<file path="src/rtl/ofdm_pkg.sv">
// ---------------------------------------------------------------------------
// ofdm_pkg
//   Shared constants and types for the OFDM bin serializer slice.
//   WORD_SIZE : width of each re/im sample
//   N_BINS    : bins per FFT frame
//   IDX_W     : width of a bin index (2**IDX_W >= N_BINS)
//   CNT_W     : width of the completed-frame counter
//   state_t   : serializer FSM states
// ---------------------------------------------------------------------------
package ofdm_pkg;

    localparam int WORD_SIZE = 16;
    localparam int N_BINS    = 16;
    localparam int IDX_W     = 4;
    localparam int CNT_W     = 8;

    typedef enum logic {
        IDLE   = 1'b0,
        STREAM = 1'b1
    } state_t;

endpackage

</file>
<file path="src/rtl/ofdm_bin_buffer.sv">
// ---------------------------------------------------------------------------
// ofdm_bin_buffer
//   N_BINS x (2*WORD_SIZE) register file holding one FFT frame.
//   All bins are written in parallel on the capture strobe; one bin is read
//   combinationally by index.
// Ports
//   clk      in  clock
//   rst      in  synchronous active-high reset, clears every entry
//   capture  in  load all bins from bins_re / bins_im
//   bins_re  in  packed real parts, bin k at [k*WORD_SIZE +: WORD_SIZE]
//   bins_im  in  packed imaginary parts, same packing
//   rd_idx   in  bin to read
//   rd_re    out real part of bin rd_idx
//   rd_im    out imaginary part of bin rd_idx
// ---------------------------------------------------------------------------
module ofdm_bin_buffer #(
    parameter int WORD_SIZE = 16,
    parameter int N_BINS    = 16,
    parameter int IDX_W     = 4
) (
    input  logic                          clk,
    input  logic                          rst,
    input  logic                          capture,
    input  logic [N_BINS*WORD_SIZE-1:0]   bins_re,
    input  logic [N_BINS*WORD_SIZE-1:0]   bins_im,
    input  logic [IDX_W-1:0]              rd_idx,
    output logic signed [WORD_SIZE-1:0]   rd_re,
    output logic signed [WORD_SIZE-1:0]   rd_im
);

    // Each entry packs {im, re}.
    logic [2*WORD_SIZE-1:0] mem [N_BINS];

    always_ff @(posedge clk) begin
        if (rst) begin
            for (int k = 0; k < N_BINS; k++) begin
                mem[k] <= '0;
            end
        end else if (capture) begin
            for (int k = 0; k < N_BINS; k++) begin
                mem[k] <= {bins_im[k*WORD_SIZE +: WORD_SIZE],
                           bins_re[k*WORD_SIZE +: WORD_SIZE]};
            end
        end
    end

    assign rd_re = mem[rd_idx][WORD_SIZE-1:0];
    assign rd_im = mem[rd_idx][2*WORD_SIZE-1:WORD_SIZE];

endmodule

</file>
<file path="src/rtl/ofdm_bin_serializer.sv">
// ---------------------------------------------------------------------------
// ofdm_bin_serializer
//   Captures a complete FFT frame on i_fft_done and streams it out one bin
//   per accepted beat (valid/ready), bin 0 first. A frame arriving while the
//   previous one is still draining is dropped and flagged on o_overflow,
//   except when it coincides with the final-beat transfer, in which case it
//   is taken back-to-back without an idle cycle.
// Ports
//   i_clk        in  clock, rising edge
//   i_rst        in  synchronous active-high reset
//   i_fft_done   in  one-cycle pulse: i_bins_* hold a full frame
//   i_bins_re    in  packed real parts, bin k at [k*WORD_SIZE +: WORD_SIZE]
//   i_bins_im    in  packed imaginary parts, same packing
//   i_ready      in  consumer accepts the current beat
//   o_valid      out beat valid
//   o_re/o_im    out sample of bin o_idx
//   o_idx        out bin index of the current beat
//   o_last       out high on the bin N_BINS-1 beat
//   o_busy       out a frame is held and not yet fully drained
//   o_overflow   out sticky dropped-frame flag, cleared only by reset
//   o_frame_cnt  out frames fully drained, wraps
// ---------------------------------------------------------------------------
module ofdm_bin_serializer #(
    parameter int WORD_SIZE = ofdm_pkg::WORD_SIZE,
    parameter int N_BINS    = ofdm_pkg::N_BINS,
    parameter int IDX_W     = ofdm_pkg::IDX_W,
    parameter int CNT_W     = ofdm_pkg::CNT_W
) (
    input  logic                          i_clk,
    input  logic                          i_rst,
    input  logic                          i_fft_done,
    input  logic [N_BINS*WORD_SIZE-1:0]   i_bins_re,
    input  logic [N_BINS*WORD_SIZE-1:0]   i_bins_im,
    input  logic                          i_ready,
    output logic                          o_valid,
    output logic signed [WORD_SIZE-1:0]   o_re,
    output logic signed [WORD_SIZE-1:0]   o_im,
    output logic [IDX_W-1:0]              o_idx,
    output logic                          o_last,
    output logic                          o_busy,
    output logic                          o_overflow,
    output logic [CNT_W-1:0]              o_frame_cnt
);

    import ofdm_pkg::state_t;
    import ofdm_pkg::IDLE;
    import ofdm_pkg::STREAM;

    localparam logic [IDX_W-1:0] LAST_IDX = IDX_W'(N_BINS - 1);

    state_t                       state, state_n;
    logic [IDX_W-1:0]             idx;
    logic                         overflow;
    logic [CNT_W-1:0]             frame_cnt;
    logic                         xfer;
    logic                         final_xfer;
    logic                         capture;
    logic                         drop;
    logic signed [WORD_SIZE-1:0]  rd_re, rd_im;

    // A capture is legal from IDLE, or in the very cycle the last beat leaves.
    always_comb begin
        xfer       = (state == STREAM) && i_ready;
        final_xfer = xfer && (idx == LAST_IDX);
        capture    = i_fft_done && ((state == IDLE) || final_xfer);
        drop       = i_fft_done && (state == STREAM) && !final_xfer;
    end

    always_comb begin
        state_n = state;
        case (state)
            IDLE:    if (i_fft_done)                state_n = STREAM;
            STREAM:  if (final_xfer && !i_fft_done) state_n = IDLE;
            default:                                state_n = IDLE;
        endcase
    end

    always_ff @(posedge i_clk) begin
        if (i_rst) begin
            state     <= IDLE;
            idx       <= '0;
            overflow  <= 1'b0;
            frame_cnt <= '0;
        end else begin
            state <= state_n;
            if (capture) begin
                idx <= '0;
            end else if (xfer && !final_xfer) begin
                idx <= idx + IDX_W'(1);
            end
            if (drop) begin
                overflow <= 1'b1;
            end
            if (final_xfer) begin
                frame_cnt <= frame_cnt + CNT_W'(1);
            end
        end
    end

    ofdm_bin_buffer #(
        .WORD_SIZE (WORD_SIZE),
        .N_BINS    (N_BINS),
        .IDX_W     (IDX_W)
    ) u_buffer (
        .clk     (i_clk),
        .rst     (i_rst),
        .capture (capture),
        .bins_re (i_bins_re),
        .bins_im (i_bins_im),
        .rd_idx  (idx),
        .rd_re   (rd_re),
        .rd_im   (rd_im)
    );

    // Beat fields are forced to zero outside STREAM so the bus is quiet when idle.
    always_comb begin
        o_valid     = 1'b0;
        o_busy      = 1'b0;
        o_re        = '0;
        o_im        = '0;
        o_idx       = '0;
        o_last      = 1'b0;
        o_overflow  = overflow;
        o_frame_cnt = frame_cnt;
        if (state == STREAM) begin
            o_valid = 1'b1;
            o_busy  = 1'b1;
            o_re    = rd_re;
            o_im    = rd_im;
            o_idx   = idx;
            o_last  = (idx == LAST_IDX);
        end
    end

endmodule
</file>
<file path="config.mk">
export PLATFORM = sky130hd
export DESIGN_NAME = ofdm_bin_serializer
export DESIGN_NICKNAME = d
export VERILOG_FILES = /design/src/rtl/ofdm_pkg.sv /design/src/rtl/ofdm_bin_buffer.sv /design/src/rtl/ofdm_bin_serializer.sv
export SDC_FILE = /design/constraint.sdc
export NUM_CORES = 1
export LEC_CHECK = 0
export ABC_CLOCK_PERIOD_IN_PS = 18100
export CORE_ASPECT_RATIO = 0.8
export CORE_MARGIN = 4
export CORE_UTILIZATION = 52
export CTS_BUF_LIST = sky130_fd_sc_hd__clkbuf_8
export CTS_CLUSTER_SIZE = 10
export DETAILED_ROUTE_END_ITERATION = 10
export HOLD_SLACK_MARGIN = 0.08
export PLACE_DENSITY = 0.83
export SLEW_MARGIN = 10
export SYNTH_ARGS = -nofsm -noshare
export SYNTH_HDL_FRONTEND = slang
export SYNTH_SLANG_ARGS = --single-unit
</file>
<file path="constraint.sdc">
create_clock -name i_clk -period 18.1 [get_ports i_clk]
set_input_delay 3.62 -clock i_clk [delete_from_list [all_inputs] [get_ports i_clk]]
set_output_delay 3.62 -clock i_clk [all_outputs]
set_load 0.01 [all_outputs]
</file>
==> results.json <==
{
  "gp_congestion": 0.908,
  "final_cell_count_no_fill": 2936,
  "cts_root_buffer": "clkbuf_8",
  "final_common_cell": "clkdlybuf4s50_1",
  "slew_violations": 27,
  "tightest_slew_ps": 1510,
  "whs_ps": 496,
  "ys.flop_type": "edfxtp_1",
  "htreeDepth": 3,
  "grt_pass1_vias": 16202,
  "ys_types": 36,
  "grt_pass1_wl_um": 97300,
  "critical_path_class": "flop to output port",
  "dp_slack_ps": 10400,
  "setup_viol": 0,
  "max_stage_delay_ps": 980,
  "fin_crit_sh_pct": 46.3,
  "hp-class": "flop to flop",
  "io-pin-count": 564,
  "grt_start_max_net_pins": 321,
  "cts.clk_slew.worst_paths_ps": 70,
  "track_usage_pct": 26.9,
  "setup_slack_ps": 9720,
  "syn_area_sq_um": 23900,
  "synth_fp_nets": 2218,
  "cap_violations": 0,
  "slowest_stage": "dfxtp_4",
  "gr-total-overflow": 0,
  "rsz0062_at_grt": "no",
  "startpoint_type": "flop",
  "area_delta_synth_final_pct": 31.2,
  "die_w_um": 248,
  "drtIter0Drc": 1304,
  "cts_setup_buffers": 0,
  "cts_buffers": 82,
  "synth_edf_count": 512,
  "layout_common_cells": "clkdlybuf4s50_1, edfxtp_1, and2_1",
  "die_h_um": 200,
  "syn_avg_cell_area_sq_um": 14.1,
  "nets": 2759,
  "core_sq_um": 45600,
  "crit_fanout": 57,
  "cts_tree": "done",
  "initial_core_util_pct": 52.5,
  "p_leak_nw": 11.2,
  "wirelength_um": 69200,
  "tns_ps": 0,
  "violations": "max-slew violations",
  "clock.fmax_mhz": 119,
  "synth_cells": 1700,
  "crit_chain": "buf_4 -> buf_4 -> mux2i_1 -> a22oi_1 -> nand2_1 -> o22ai_1 -> clkdlybuf4s50_1",
  "finClkSkew_ps": 28.5,
  "drc_errors": 0,
  "placed_cells": 2769,
  "crit_arrival_ps": 4760,
  "p_switching_mw": 0.616,
  "die_area_sq_um": 49500,
  "relSlewSlack_pct": -0.601,
  "seq_area_frac_synth_pct": 65.7,
  "io_buffers": 563,
  "clockBufferDepth": 3,
  "vias_per_cell": 5.42,
  "drive_above_1_share_pct": 5.60,
  "cp_common_cell": "buf_4",
  "switching_share_pct": 22.8,
  "async_reset_ff_share_pct": 0,
  "irDropWorstVdd_mv": 0.0693,
  "hold_viol_final": 0,
  "status": "finished, violations left",
  "clkLatencyLatePin_ps": 650,
  "ys_ff_latch": 530,
  "seq_power_share_pct": 54.9,
  "p_comb_share_pct": 11.2,
  "grt_antenna_before_repair": 34,
  "total_power_mw": 2.69,
  "cts_hold_buf": 0,
  "p_int_mw": 2.08,
  "via_count": 15908,
  "crit_path_end_kind": "output port",
  "drtAntennaViolNets": 0,
  "place.detailed.hpwl_um": 48000,
  "pwr_density_cell_nw_per_um2": 85.8,
  "drt_pass1_iterations": 7,
  "fp-row-count": 70,
  "required_ps": 14480,
  "cts-resized-gates": 0,
  "numClockSinks": 530,
  "wl_per_cell_um": 23.6,
  "synth_warnings": 0,
  "min_period_ps": 8380,
  "p_clk_share_pct": 33.8
}
synth_stat cells (5+ instances only):
cell type / n / area (sq um)
a221oi_1: 8 / 70.1
a22oi_1: 112 / 841
and2_1: 326 / 2040
buf_1: 5 / 18.8
buf_2: 13 / 65.1
buf_4: 20 / 150
buf_6: 5 / 56.3
clkbuf_1: 44 / 165
clkbuf_2: 30 / 150
dfxtp_1: 18 / 360
edfxtp_1: 512 / 15400
inv_1: 6 / 22.5
mux2i_1: 240 / 2400
mux4_2: 8 / 180
nand2_1: 64 / 240
nor2_1: 14 / 52.6
nor2b_1: 195 / 1220
o21ai_0: 18 / 90.1
o22ai_1: 24 / 150
xnor2_1: 7 / 61.3
registers in the layout, indices dropped and copies added (netlist names), named ones only:
name / count
u_buffer.mem: 512
o_frame_cnt: 8
idx: 4
o_overflow: 1
state: 1
worst paths after layout:
check | from | to | slack [ps] | cells after the start
setup / recovery | flop | o_re[5] | 9720 | 7
hold / removal | o_overflow | o_overflow | 500 | 2
setup reg to reg | idx[0] | u_buffer.mem[2][21] | 14220 | 6
hold reg to reg | o_overflow | o_overflow | 500 | 2
layer usage:
layer	up-vias	GRT usage, %	wire length [um]	part of all wire, %
met4	32	13.9	3390	4.9
li1	7288	-	-	-
met3	187	9.27	7010	10
met5	-	0	206	0.30
met2	720	44.6	33800	49
met1	7681	31.2	24800	36
per-stage QoR:
stage | instance area [sq um] | util, %
2_1_floorplan | 23900 | -
3_3_place_gp | 29900 | 65.5
3_5_place_dp | 29900 | 65.5
4_1_cts | 31300 | 68.7
5_1_grt | 31400 | 68.8
6_report | 31400 | 68.8
area by class of cell:
type / instances / area (sq um)
flip-flops and latches: 530 / 15700
repair buffers: 577 / 5770
clock buffers: 88 / 1210
inverters: 6 / 22.5
well taps: 612 / 766
diodes: 20 / 50.0
clock inverters: 59 / 259
multi-input cells: 1044 / 7580
fillers: 3113 / 14200
power by group through the flow:
stage	logic (mW)	clock network (mW)	registers, mW
3_3_place_gp	0.297	0	1.50
5_1_grt	0.324	0.988	1.49
3_5_place_dp	0.303	0	1.50
4_1_cts	0.305	0.926	1.48
2_1_floorplan	0.139	0	1.52
6_report	0.303	0.912	1.48
critical path: cells and delay by family (launching register included):
family	cells	cell delay, ps
buffers and inverters	3	2360
AND/OR/NAND/NOR	1	70
AO/OA/AOI/OAI	2	430
multiplexers	1	190
flip-flops	1	980
logic make-up after synthesis:
group	Yosys count	share of synthesized area (%)
compound gates	171	5.10
buf+inv	126	2.72
xor+xnor	7	0.256
simple gates	615	15.2
mux	249	10.8
fa+ha+maj	2	0.105
flops	530	65.7
Power figures use the tool's default switching activity.
